===== src/rtl/vga_console_pkg.sv =====
// Shared constants, control codes and state type for the text console writer.
package vga_console_pkg;

  localparam int NUM_ROWS_DEF = 3;
  localparam int NUM_COLS_DEF = 10;
  localparam int NUM_CHARS    = NUM_ROWS_DEF * NUM_COLS_DEF;

  localparam logic [6:0] CH_BS = 7'h08;
  localparam logic [6:0] CH_LF = 7'h0A;
  localparam logic [6:0] CH_FF = 7'h0C;
  localparam logic [6:0] CH_CR = 7'h0D;

  localparam logic [8:0] BLANK_CELL = 9'h020;

  typedef enum logic [1:0] {
    IDLE,
    SCROLL,
    CLEAR
  } state_t;

  function automatic logic is_printable(logic [6:0] c);
    return (c >= 7'h20) && (c <= 7'h7E);
  endfunction

endpackage


===== src/rtl/vga_console_cursor.sv =====
// Row/column cursor for the console; flags a newline on the last row.
module vga_console_cursor #(
  parameter int NUM_ROWS = 3,
  parameter int NUM_COLS = 10
) (
  input  logic       clk,
  input  logic       rst_n,
  input  logic       advance,
  input  logic       newline,
  input  logic       cr,
  input  logic       bs,
  input  logic       home,
  output logic [1:0] row,
  output logic [3:0] col,
  output logic       scroll_req
);

  localparam logic [1:0] LAST_ROW = 2'(NUM_ROWS - 1);
  localparam logic [3:0] LAST_COL = 4'(NUM_COLS - 1);

  logic wrap;

  assign wrap       = newline | (advance & (col == LAST_COL));
  assign scroll_req = wrap & (row == LAST_ROW);

  always_ff @(posedge clk or negedge rst_n) begin
    if (!rst_n) begin
      row <= '0;
      col <= '0;
    end else if (home) begin
      row <= '0;
      col <= '0;
    end else if (wrap) begin
      col <= '0;
      if (row != LAST_ROW)
        row <= row + 2'd1;
    end else if (advance) begin
      col <= col + 4'd1;
    end else if (cr) begin
      col <= '0;
    end else if (bs && col != '0) begin
      col <= col - 4'd1;
    end
  end

endmodule


===== src/rtl/vga_console_writer.sv =====
// Character stream to text-buffer writer with scroll-up and clear sequencing.
module vga_console_writer
  import vga_console_pkg::*;
#(
  parameter int NUM_ROWS = NUM_ROWS_DEF,
  parameter int NUM_COLS = NUM_COLS_DEF
) (
  input  logic       clk,
  input  logic       rst_n,
  input  logic       in_valid,
  output logic       in_ready,
  input  logic [6:0] in_char,
  input  logic [1:0] in_color,
  output logic [4:0] buf_waddr,
  output logic [8:0] buf_wdata,
  output logic       buf_we,
  output logic [4:0] buf_raddr,
  input  logic [8:0] buf_rdata,
  output logic [1:0] cursor_row,
  output logic [3:0] cursor_col,
  output logic       busy
);

  localparam int CHARS = NUM_ROWS * NUM_COLS;
  localparam logic [4:0] LAST_COPY = 5'(CHARS - NUM_COLS - 1);
  localparam logic [4:0] ROW_LAST0 = 5'(CHARS - NUM_COLS);
  localparam logic [4:0] LAST_CHAR = 5'(CHARS - 1);
  localparam logic [4:0] COLS5     = 5'(NUM_COLS);

  state_t     state;
  logic [4:0] idx;
  logic [4:0] cur_addr;
  logic       accept;
  logic       adv, nl, cr, bs, home, wr;
  logic       scroll_req;

  assign in_ready = (state == IDLE);
  assign busy     = (state != IDLE);
  assign accept   = in_valid & in_ready;
  assign cur_addr = 5'(int'(cursor_row) * NUM_COLS + int'(cursor_col));

  always_comb begin
    adv  = 1'b0;
    nl   = 1'b0;
    cr   = 1'b0;
    bs   = 1'b0;
    home = 1'b0;
    wr   = 1'b0;
    if (accept) begin
      unique case (1'b1)
        is_printable(in_char): begin
          adv = 1'b1;
          wr  = 1'b1;
        end
        in_char == CH_LF: nl   = 1'b1;
        in_char == CH_CR: cr   = 1'b1;
        in_char == CH_BS: bs   = 1'b1;
        in_char == CH_FF: home = 1'b1;
        default: ;
      endcase
    end
  end

  vga_console_cursor #(
    .NUM_ROWS(NUM_ROWS),
    .NUM_COLS(NUM_COLS)
  ) u_cursor (
    .clk       (clk),
    .rst_n     (rst_n),
    .advance   (adv),
    .newline   (nl),
    .cr        (cr),
    .bs        (bs),
    .home      (home),
    .row       (cursor_row),
    .col       (cursor_col),
    .scroll_req(scroll_req)
  );

  always_ff @(posedge clk or negedge rst_n) begin
    if (!rst_n) begin
      state     <= IDLE;
      idx       <= '0;
      buf_we    <= 1'b0;
      buf_waddr <= '0;
      buf_wdata <= '0;
      buf_raddr <= '0;
    end else begin
      buf_we <= 1'b0;
      unique case (state)
        IDLE: begin
          if (wr) begin
            buf_we    <= 1'b1;
            buf_waddr <= cur_addr;
            buf_wdata <= {in_color, in_char};
          end
          if (home) begin
            state <= CLEAR;
            idx   <= '0;
          end else if (scroll_req) begin
            state     <= SCROLL;
            idx       <= '0;
            buf_raddr <= COLS5;
          end
        end
        SCROLL: begin
          // raddr was set one cycle ahead, so rdata is the source for idx
          buf_we    <= 1'b1;
          buf_waddr <= idx;
          buf_wdata <= buf_rdata;
          if (idx == LAST_COPY) begin
            state     <= CLEAR;
            idx       <= ROW_LAST0;
            buf_raddr <= '0;
          end else begin
            idx       <= idx + 5'd1;
            buf_raddr <= idx + 5'd1 + COLS5;
          end
        end
        CLEAR: begin
          buf_we    <= 1'b1;
          buf_waddr <= idx;
          buf_wdata <= BLANK_CELL;
          if (idx == LAST_CHAR) begin
            state <= IDLE;
            idx   <= '0;
          end else begin
            idx <= idx + 5'd1;
          end
        end
        default: state <= IDLE;
      endcase
    end
  end

endmodule

===== config.mk =====
export PLATFORM = sky130hd
export DESIGN_NAME = vga_console_writer
export DESIGN_NICKNAME = d
export VERILOG_FILES = /design/src/rtl/vga_console_pkg.sv /design/src/rtl/vga_console_cursor.sv /design/src/rtl/vga_console_writer.sv
export SDC_FILE = /design/constraint.sdc
export NUM_CORES = 1
export LEC_CHECK = 0
export CAP_MARGIN = 20
export CORE_MARGIN = 3
export CORE_UTILIZATION = 50
export CTS_CLUSTER_DIAMETER = 200
export DETAILED_ROUTE_END_ITERATION = 6
export PLACE_DENSITY = 0.79
export SETUP_SLACK_MARGIN = 0.5
export SLEW_MARGIN = 20
export SYNTH_ARGS = -nofsm -noshare
export SYNTH_HDL_FRONTEND = slang
export SYNTH_SLANG_ARGS = --single-unit

===== constraint.sdc =====
create_clock -name clk -period 2.6 [get_ports clk]
set_clock_uncertainty 0.15 [all_clocks]
set_input_delay 0.52 -clock clk [delete_from_list [all_inputs] [get_ports clk]]
set_output_delay 0.52 -clock clk [all_outputs]
set_load 0.01 [all_outputs]

Word level (Yosys, flattened, before mapping)
Cells that the tools add are included.

Output and inout bits: 28. Word-level logic and storage cells: 94. Register bits: 33.

Mux-type cells: 38. Magnitude comparators: 2. Bitwise logic cells: 4. Reductions and logical operators: 18. Multiply operators: 1. Add/subtract/negate cells: 6. Equal/unequal tests: 17.

Operators with widths (number): $mux 5 (8); $eq 7x4->1 const B (4); $pmux 9 s3 (1); $mux 4 (5); $pmux 5 s2 (2); $pmux 5 s3 (1); $mux 2 (7); $mux 1 (11); $eq 5x5->1 const B (2); $reduce_bool 2->1 (5); $mux 9 (1); $ne 2x2->1 const B (4); $reduce_and 2->1 (4); $ge 7x6->1 const B (1); $le 7x7->1 const B (1); $pmux 2 s3 (1); $reduce_and 3->1 (2); $add 5x1->5 const B (1); $add 5x4->5 (1); $add 5x4->5 const B (1); $reduce_bool 5->1 (1); $add 4x1->4 const B (1); $eq 2x2->1 const B (2); $eq 4x4->1 const B (1); 14 further kinds (18).

Longest topological paths before layout
Gate-level depths: netlist of run 1.

Depth after elaboration: 10. Gate-level depth with buffers: 9.

Cells and area by module
Synthesis of run 1 repeated with hierarchy kept, for this count alone.

Cells, all modules: 230. Area, all modules: 2372.3 µm².

Modules (own cells, without submodules): vga_console_writer (cells each 179, seq. area each 675.6 µm², times used 1, area each 1884.3 µm²); vga_console_cursor (cells each 51, seq. area each 150.1 µm², times used 1, area each 488.0 µm²).

Worst setup path before layout of run 1
Ideal clock, no wire load.

Kind: reg-to-reg. From: reg state[0]. To: reg idx[2]. Cell stages (with the launch flop): 10. Path slack: 0.364 ns. Data arrival time: 1.954 ns. Library setup time: 0.132 ns. Buffers on the path: 1. Path through: dfrtp_1 inv_1 ha_1 o211a_1 a21bo_1 o22a_1 o31a_1 buf_6 o21ai_0 o41ai_2.

Cells in the longest elaborated chain, start to end: 8. Elaborated cells on any way between the ends: 15. Those cells by class: eq/ne: 3; mux: 5; bitwise: 4; reduce/logical: 3.

RTL lines: start: declaration (line vga_console_writer.sv:30) `state_t state;`; start signal: assignment (line vga_console_writer.sv:82) `state <= IDLE;`; start signal: assignment (line vga_console_writer.sv:98) `state <= CLEAR;`; start signal: assignment (line vga_console_writer.sv:101) `state <= SCROLL;`; $logic_not 2->1 * (line vga_console_writer.sv:37) `assign in_ready = (state == IDLE);`; net in_ready (line vga_console_writer.sv:11) `output logic in_ready,`; $and 1x1->1 (line vga_console_writer.sv:39) `assign accept = in_valid & in_ready;`; $mux 1 (line vga_console_writer.sv:49) `if (accept) begin`; $and 1x1->1 (line vga_console_cursor.sv:23) `assign wrap = newline | (advance & (col == LAST_COL));`; $or 1x1->1 (line vga_console_cursor.sv:23); $and 1x1->1 (line vga_console_cursor.sv:24) `assign scroll_req = wrap & (row == LAST_ROW);`; $ne 3x1->1 (no line); $reduce_and 2->1 (no line); end signal: assignment (line vga_console_writer.sv:116) `idx <= idx + 5'd1;`; end signal: assignment (line vga_console_writer.sv:128) `idx <= idx + 5'd1;`; end: declaration (line vga_console_writer.sv:31) `logic [4:0] idx;`.

The timed path passes the listed nets; every way through them passes the cells marked *. A chain may end at the register's enable or synchronous reset.

Worst setup path in the final report of run 1
From: reg state[0]. To: reg u_cursor.col[0].

Cells in the longest elaborated chain, start to end: 7. Elaborated cells on any way between the ends: 15. Those cells by class: mux: 9; bitwise: 3; reduce/logical: 3.

RTL lines: $logic_not 2->1 * (line vga_console_writer.sv:37); $and 1x1->1 * (line vga_console_writer.sv:39); $mux 1 (line vga_console_writer.sv:49); $mux 4 or $and 1x1->1 (tied branches) (line vga_console_cursor.sv:39, vga_console_cursor.sv:23); $mux 4 or $or 1x1->1 (tied branches) (line vga_console_cursor.sv:37, vga_console_cursor.sv:23); $mux 4 (line vga_console_cursor.sv:33) `end else if (wrap) begin`; $mux 4 (line vga_console_cursor.sv:30) `end else if (home) begin`; end signal: assignment (line vga_console_cursor.sv:38) `col <= col + 4'd1;`; end signal: assignment (line vga_console_cursor.sv:42) `col <= col - 4'd1;`; end: declaration (line vga_console_cursor.sv:14) `output logic [3:0] col,`.

Every way passes the cells marked *; elsewhere a longest branch is shown, timed or not.

==> impl_metrics.ini, run 1 <==
[run_status]
status = complete, no violations

[power]
power_density_mw_per_mm2 = 1140
pwr-share-comb_pct = 63.8
peakVddDrop_v = 0.000701
p_seq_share_pct = 25.5
p_sw_mw = 1.63
internal_power_mw = 2.04
clock_power_share_pct = 10.7
p_leak_nw = 1.43
switching_share_pct = 44.4

[grt]
grt_usage_pct = 26.4
grt_overflow = 0
grt_pass1_vias = 2214
grt_pass1_wl_um = 10500
grt_max_degree = 34
antenna_found_initial = 0

[run]
maxCapViolations = 0

[detailed_routing]
drc = 0
antenna_left = 0
wl_um = 7410
dr.pass1.iters = 7
wire_per_inst_um = 19.7
num_vias = 2395
drt-initial-drc-count = 229
vias_per_cell = 6.37

[logic_synthesis]
avgSynthCellArea_um2 = 8.81
async_reset_ff_share_pct = 100
synth_edf_count = 0
ys_types = 54
synth_most_common_cell = a21oi_1
synth_top_area_cell = dfrtp_1
synthTopCellsByArea = dfrtp_1 (38%), a21oi_1 (8.3%), ha_1 (8.1%)
synth_common_cells = a21oi_1 (36), dfrtp_1 (33), nor2_1 (27), nand2_1 (17)
synth_top_area_share_pct = 38.0
synthCells = 247
yosysWarningCount = 0
synth_nets = 283
synth_seq_cells = 33
synth_ff_type = dfrtp_1
yosysSeqAreaShare_pct = 38.0
synthesis.area_mm2 = 0.00218

[timing]
maxSlewHeadroom_pct = 66.9
worst_pin_slew_ns = 0.496
period_share_pct = 84.7
grt_setup_unrepaired = true
hold_viol = 0
fmax_mhz = 454
period_minus_slack_ns = 2.20
final_max_slew_viol_count = 0
fin_hold_ws_ns = 0.367
finalSetupViolCount = 0

[finish]
seqCellArea_um2 = 832
nNetsFinal = 361
post-route-util_pct = 79.0
multi_input_area_mm2 = 0.00144
area_growth_pct = 48.4
n_fill_cell = 256
layout-drive-gt1-share_pct = 27.9
n_antenna_cell = 0

[die]
dieArea_mm2 = 0.00518
core_mm2 = 0.00409
die_w_um = 72.0
die_h_um = 72.0
io_pins = 49
initial_utilization_pct = 53.2
rows = 23

[setup_path]
cpMaxStageDelayCell = a2111o_1
path_delay_family = compound AO/OA/AOI/OAI gates
path_max_fanout = 4
cp.arrival_ns = 2.22
critPathLaunchType = flip-flop
criticalPathCategory = reg -> reg
cp-end-kind = flip-flop
cp_num_buf_inv = 2
critical_path_required_ns = 2.62
crit_path_cell_trace = inv_2 > ha_4 > and4bb_2 > nand2_2 > a2111o_1 > buf_6 > a21oi_4 > a311oi_2
max_stage_delay_ns = 0.46

[clocking]
cts_tree = yes
cts_sinks = 33
clock-root-buffer = clkbuf_8
cts_hold_buf = 0
clock_path_buffers = 2
cts_made_buffers = 5
insertion_delay_ns = 0.30
htree_levels = 2
clk_pin_slew_ns = 0.08

[placement]
dp_hpwl_um = 4160
port_buffers = 48
place_congestion = 0.870

[worst_hold_path]
hp-class = reg -> reg
## path summary, 6_finish.rpt
path	startpoint	to	slack (ns)	cells after the start
max	state[0]	u_cursor.col[0]	0.40	8
min	buf_raddr[0]	buf_raddr[0]	0.37	1
max reg2reg	state[0]	u_cursor.col[0]	0.40	8
min reg2reg	buf_raddr[0]	buf_raddr[0]	0.37	1
max in group asynchronous	rst_n	u_cursor.col[3]	1.49	2
min in group asynchronous	rst_n	buf_raddr[4]	0.48	2
## state kept, by name (all words and copies together) (netlist names)
signal	cells
idx	5
state	2
u_cursor.row	2
buf_waddr	5
buf_raddr	5
u_cursor.col	4
buf_we	1
buf_wdata	9
## power groups by stage
stage	Clock [mW]	Sequential, mW	Combinational, mW
finish	0.394	0.934	2.34
global route	0.421	0.957	2.51
CTS	0.405	0.912	2.09
detailed placement	0	0.939	1.91
global placement	0	0.933	1.86
floorplan	0	0.972	1.06
## stage by stage
step	setup TNS [ns]	total power [mW]	worst slack, ns	cells	cell area [um2]
after floorplan	0	2.04	0.449	247	2200
after global placement	-0.131	2.79	-0.0463	354	2860
after detailed placement	-0.405	2.85	-0.106	354	2860
after CTS	0	3.41	0.492	371	3080
after global routing	0	3.89	0.340	376	3230
final	0	3.67	0.399	376	3230
## per-layer routing
layer  global-route usage (%)  wire, um  vias up
met3                     7.06       637       60
met1                     30.3      2710     1142
met5                        0         0        -
met4                     12.3       493        0
li1                         -         -     1045
met2                     45.6      3570      148
## worst register-to-register path: cells and delay by family, from the launching register on
kind                     cells  cell delay, ns
AO/OA/AOI/OAI                3            0.71
adder cells (fa/ha/maj)      1            0.16
buffers and inverters        2            0.28
flip-flops                   1            0.41
AND/OR/NAND/NOR              2            0.36
## placed cells by master, fill, tap and decap left out, types with 9 or more instances in the layout
master and n:
nand2_1 15, inv_1 12, dlygate4sd2_1 9, a21oi_1 34
buf_4 29, nor2_1 25, ha_1 13, clkdlybuf4s50_1 38
dfrtp_1 28, nor2b_1 9
## cells by family (layout without fill, tap and decap cells)
kind of cell,Yosys count,count (layout),share of synthesized area (%)
buffers and inverters,27,105,5.29
muxes,1,1,0.518
xor gates and xnor gates,7,7,2.82
AOI/OAI and AO/OA,86,87,26.7
and+or+nand+nor,78,78,17.7
adders and majority gates,15,15,8.97
DFF,33,33,38.0
## what timing repair did
action / in CTS / in global routing
cloned: 1 / 0
pin swaps: 9 / 9
gates resized for setup: 32 / 27
endpoints found under the setup margin: 32 / 28
endpoints found under the hold margin: 0 / 0
buffers inserted: 8 / 5
## cell type report
class / instances / area share (%)
sequential: 33 / 25.8
timing repair buffer: 83 / 23.5
tap: 50 / 1.94
clock inverter: 3 / 0.542
multi-input combinational: 188 / 44.5
inverter: 14 / 1.63
clock buffer: 5 / 2.13
No activity file was read; power rests on OpenSTA's default activity.
==> run 2: changes to the inputs <==
--- a/config.mk
+++ b/config.mk
@@ -7,10 +7,10 @@
 export LEC_CHECK = 0
 export CAP_MARGIN = 20
 export CORE_MARGIN = 3
-export CORE_UTILIZATION = 50
+export CORE_UTILIZATION = 46
 export CTS_CLUSTER_DIAMETER = 200
 export DETAILED_ROUTE_END_ITERATION = 6
-export PLACE_DENSITY = 0.79
+export PLACE_DENSITY = 0.77
 export SETUP_SLACK_MARGIN = 0.5
 export SLEW_MARGIN = 20
 export SYNTH_ARGS = -nofsm -noshare
==> constraint.sdc (replaced) <==
create_clock -name clk -period 1.96 [get_ports clk]
set_clock_uncertainty 0.15 [all_clocks]
set_input_delay 0.392 -clock clk [delete_from_list [all_inputs] [get_ports clk]]
set_output_delay 0.392 -clock clk [all_outputs]
set_load 0.01 [all_outputs]
==> impl_metrics.ini, run 2 (synthesized netlist as in run 1, its figures left out) <==
[die]
io_pins = 49
core_mm2 = 0.00447
rows = 24
initial_utilization_pct = 48.6
die_h_um = 74.8
die_w_um = 74.8
dieArea_mm2 = 0.00559

[grt]
grt_overflow = 0
grt_pass1_vias = 2126
grt_pass1_wl_um = 10000
antenna_found_initial = 0
grt_max_degree = 34
grt_usage_pct = 23.5

[setup_path]
critical_path_required_ns = 1.97
path_delay_family = compound AO/OA/AOI/OAI gates
cp_num_buf_inv = 1
critPathLaunchType = flip-flop
cpMaxStageDelayCell = dfrtp_1
worstSetupStartpoint = state[0]
rr_startpoint = state[0]
path_max_fanout = 5
criticalPathCategory = reg -> reg
cp.arrival_ns = 2.14
max_stage_delay_ns = 0.39
cp-end-kind = flip-flop
crit_path_cell_trace = inv_2 > ha_4 > o211a_1 > a21bo_1 > o22a_2 > o31a_4 > o21ai_4 > o41ai_4

[worst_hold_path]
hp-class = reg -> reg
hp-start = buf_raddr[4]

[timing]
final_max_slew_viol_count = 0
tns_ns = -1.48
worst_pin_slew_ns = 0.460
hold_viol = 0
fmax_mhz = 470
fin_hold_ws_ns = 0.343
maxSlewHeadroom_pct = 69.3
period_share_pct = 109
finalSetupViolCount = 19
grt_setup_unrepaired = true
period_minus_slack_ns = 2.13
setup_ws_ns = -0.167

[detailed_routing]
dr.pass1.iters = 4
wire_per_inst_um = 16.1
num_vias = 2313
vias_per_cell = 5.64
drt-initial-drc-count = 112
drc = 0
wl_um = 6610
antenna_left = 0

[power]
peakVddDrop_v = 0.00119
power_density_mw_per_mm2 = 1460
clock_power_share_pct = 10.1
switching_share_pct = 42.5
pwr-share-comb_pct = 67.4
p_leak_nw = 1.63
total_power_mw = 5.06
internal_power_mw = 2.91
p_sw_mw = 2.15
p_seq_share_pct = 22.5

[finish]
largest_reg_flops = 9
final_cell_mix = buf_4 (53), a21oi_1 (33), dfrtp_1 (30), nor2_1 (24), buf_6 (19)
top_register = buf_wdata
layout-drive-gt1-share_pct = 41.1
post-route-util_pct = 77.3
layout_commonest_cell = buf_4
nNetsFinal = 393
n_antenna_cell = 0
area_growth_pct = 59.0

[placement]
port_buffers = 48
dp_hpwl_um = 4360
place_congestion = 0.850

[clocking]
insertion_delay_ns = 0.29
clk_pin_slew_ns = 0.07
clock-root-buffer = clkbuf_8
cts_tree = yes
htree_levels = 2
cts_made_buffers = 5
clock_path_buffers = 2
cts_sinks = 33

[run_status]
status = finished with violations
violations = negative setup slack

[run]
maxCapViolations = 0
-- run 2: cell types whose count changed in the layout (fill, tap and decap cells not counted), moves of 3 or more --
cell,change
buf_2,+8
buf_4,+24
buf_6,+14
clkbuf_2,+9
clkdlybuf4s50_1,-22
dlygate4sd2_1,-5
o31ai_2,-3
-- run 2: final cells by class --
class | instances | area [um2]
clock inverters | 3 | 17.5
multi-input cells | 188 | 1460
flip-flops and latches | 33 | 830
clock buffers | 5 | 68.8
inverters | 14 | 56.3
fillers | 305 | 1010
repair buffers | 115 | 963
well taps | 52 | 65.1
-- run 2: per-layer routing --
metal  global-route usage [%]  part of all wire (%)
met3                     4.54                   3.9
met5                        0                     0
met2                     38.9                    50
met1                     30.6                    45
met4                     8.50                   1.3
-- run 2: power by group through the flow --
stage               Clock, mW  Sequential [mW]  Combinational (mW)
finish                  0.511             1.14                3.41
global route            0.554             1.17                3.73
CTS                     0.521             1.14                3.09
detailed placement          0             1.14                2.87
global placement            0             1.14                2.82
floorplan                   0             1.30                1.53
-- run 2: path summary, 6_finish.rpt --
kind,endpoint,cells after the start,slack [ns]
worst max-delay path,idx[4],8,-0.17
worst min-delay path,buf_raddr[4],1,0.34
worst max register to register,idx[4],8,-0.17
worst min register to register,buf_raddr[4],1,0.34
max in group asynchronous,idx[0],2,0.95
min in group asynchronous,u_cursor.row[0],2,0.36
-- run 2: through the flow --
step,cell area (um2),setup WS [ns],cells
after CTS,3370,-0.107,399
final,3460,-0.167,410
after floorplan,2270,-0.130,247
after detailed placement,3070,-0.598,380
after global placement,3070,-0.540,380
after global routing,3460,-0.268,410
-- run 2: what timing repair did --
item | CTS | global route
hold buffers | 0 | 0
gates resized for setup | 118 | 41
endpoints found under the setup margin | 61 | 59
gates cloned | 2 | 0
endpoints found under the hold margin | 0 | 0
setup buffers | 9 | 11
pin swaps | 15 | 10
==> run 3: changes to the inputs <==
--- a/config.mk
+++ b/config.mk
@@ -6,11 +6,13 @@
 export NUM_CORES = 1
 export LEC_CHECK = 0
 export CAP_MARGIN = 20
+export CELL_PAD_IN_SITES_DETAIL_PLACEMENT = 0
+export CELL_PAD_IN_SITES_GLOBAL_PLACEMENT = 1
 export CORE_MARGIN = 3
-export CORE_UTILIZATION = 46
+export CORE_UTILIZATION = 31
 export CTS_CLUSTER_DIAMETER = 200
 export DETAILED_ROUTE_END_ITERATION = 6
-export PLACE_DENSITY = 0.77
+export PLACE_DENSITY = 0.71
 export SETUP_SLACK_MARGIN = 0.5
 export SLEW_MARGIN = 20
 export SYNTH_ARGS = -nofsm -noshare
==> impl_metrics.ini, run 3 (synthesized netlist as in run 1, its figures left out) <==
[run_status]
status = finished with violations
violations = negative setup slack

[clocking]
htree_levels = 2
cts_hold_buf = 0
cts_made_buffers = 5
insertion_delay_ns = 0.29
clk_pin_slew_ns = 0.08
cts_tree = yes
cts_sinks = 33
clock_path_buffers = 2
clock-root-buffer = clkbuf_8

[power]
power_density_mw_per_mm2 = 1480
clock_power_share_pct = 9.8
switching_share_pct = 43.0
p_sw_mw = 2.32
p_leak_nw = 1.68
p_seq_share_pct = 21.2
pwr-share-comb_pct = 69.0
internal_power_mw = 3.08
peakVddDrop_v = 0.000551

[grt]
grt_max_degree = 34
grt_usage_pct = 17.8
grt_overflow = 0
antenna_found_initial = 0
grt_pass1_wl_um = 11700
grt_pass1_vias = 2384

[finish]
post-route-util_pct = 55.6
design_area_mm2 = 0.00365
layout_commonest_cell = buf_4
top_register = buf_wdata
area_growth_pct = 67.7
layout-drive-gt1-share_pct = 47.3
final_cell_mix = buf_4 (58), dfrtp_1 (31), a21oi_1 (28), buf_6 (20), buf_2 (17)
nNetsFinal = 401
n_antenna_cell = 0
final_cells = 459
largest_reg_flops = 9

[timing]
maxSlewHeadroom_pct = 69.1
hold_viol = 0
setup_ws_ns = -0.134
tns_ns = -1.46
worst_pin_slew_ns = 0.463
period_share_pct = 107
final_max_slew_viol_count = 0
fmax_mhz = 478
grt_setup_unrepaired = true
finalSetupViolCount = 23
period_minus_slack_ns = 2.09

[setup_path]
path_delay_family = buffers and inverters
critPathLaunchType = input port
max_stage_delay_ns = 0.43
r2r_cells = 8
cp-end-kind = flip-flop
path_max_fanout = 8
cp.arrival_ns = 2.12
cp_num_buf_inv = 3
crit_cells = 9
cpMaxStageDelayCell = clkdlybuf4s50_1
critPathMostFrequentCell = buf_4
critical_path_required_ns = 1.99
crit_path_cell_trace = clkdlybuf4s50_1 > and4_1 > buf_4 > a21oi_1 > o31ai_2 > buf_4 > a221oi_2 > o22a_1 > a211oi_2
criticalPathCategory = in -> reg

[detailed_routing]
drt-initial-drc-count = 98
num_vias = 2353
wire_per_inst_um = 15.7
vias_per_cell = 5.13
antenna_left = 0
drc = 0
wl_um = 7230
dr.pass1.iters = 6

[placement]
dp_hpwl_um = 4770
dpl_cell_area_mm2 = 0.00315
port_buffers = 48
dpl.cell_count = 423
place_congestion = 0.828
dpl_worst_slack_ns = -0.608

[die]
io_pins = 49
rows = 29
core_mm2 = 0.00657
initial_utilization_pct = 33.1
die_w_um = 89.8
dieArea_mm2 = 0.00806
die_h_um = 89.8

[worst_hold_path]
hp-class = reg -> reg
min_path_cells = 1

[run]
maxCapViolations = 0
## run 3: changes by cell type in the layout (fill, tap and decap cells not counted), sizes merged
cell           before  now
buf                82   98
clkbuf             15    7
clkdlybuf4s15       3    2
clkdlybuf4s50      16   15
dlygate4sd2         4    6
## run 3: repair_timing
| item | 4_1_cts | 5_1_grt |
|---|---|---|
| pin swaps | 18 | 10 |
| cloned | 2 | 0 |
| setup endpoints to repair | 61 | 54 |
| gates resized for setup | 148 | 39 |
| buffers inserted | 21 | 5 |
## run 3: power by group through the flow
stage          clock [mW]  combinational [mW]  sequential, mW
2_1_floorplan           0                1.53            1.30
3_3_place_gp            0                2.95            1.15
3_5_place_dp            0                2.98            1.16
4_1_cts             0.545                3.51            1.14
5_1_grt             0.572                4.06            1.18
6_report            0.531                3.73            1.15
## run 3: routing by layer
| layer | GRT usage (%) | vias to the layer above | share of wire [%] |
|---|---|---|---|
| li1 | - | 1122 | - |
| met1 | 22.4 | 1149 | 44 |
| met2 | 30.5 | 70 | 49 |
| met3 | 4.17 | 12 | 5.3 |
| met4 | 4.85 | 0 | 1.5 |
| met5 | 0 | - | 0 |
## run 3: area by class of cell
cell class	count	area, um2
clock buffer	5	68.8
clock inverter	3	17.5
fill	624	2920
inverter	14	56.3
multi-input combinational	188	1530
sequential	33	828
tap	93	116
timing repair buffer	123	1030
## run 3: through the flow
| step | hold slack [ns] | power (mW) |
|---|---|---|
| after detailed placement | 0.329 | 4.14 |
| after CTS | 0.351 | 5.20 |
| after global placement | 0.335 | 4.10 |
| after global routing | 0.368 | 5.81 |
| final | 0.353 | 5.41 |
| after floorplan | -0.0536 | 2.83 |
## run 3: final timing paths
| path | from | endpoint | slack, ns |
|---|---|---|---|
| max | in_char[1] | u_cursor.col[3] | -0.13 |
| min | buf_raddr[2] | buf_raddr[2] | 0.35 |
| max reg2reg | state[0] | idx[2] | -0.13 |
| min reg2reg | buf_raddr[2] | buf_raddr[2] | 0.35 |
| max in group asynchronous | rst_n | u_cursor.row[0] | 0.93 |
| min in group asynchronous | rst_n | buf_wdata[0] | 0.38 |
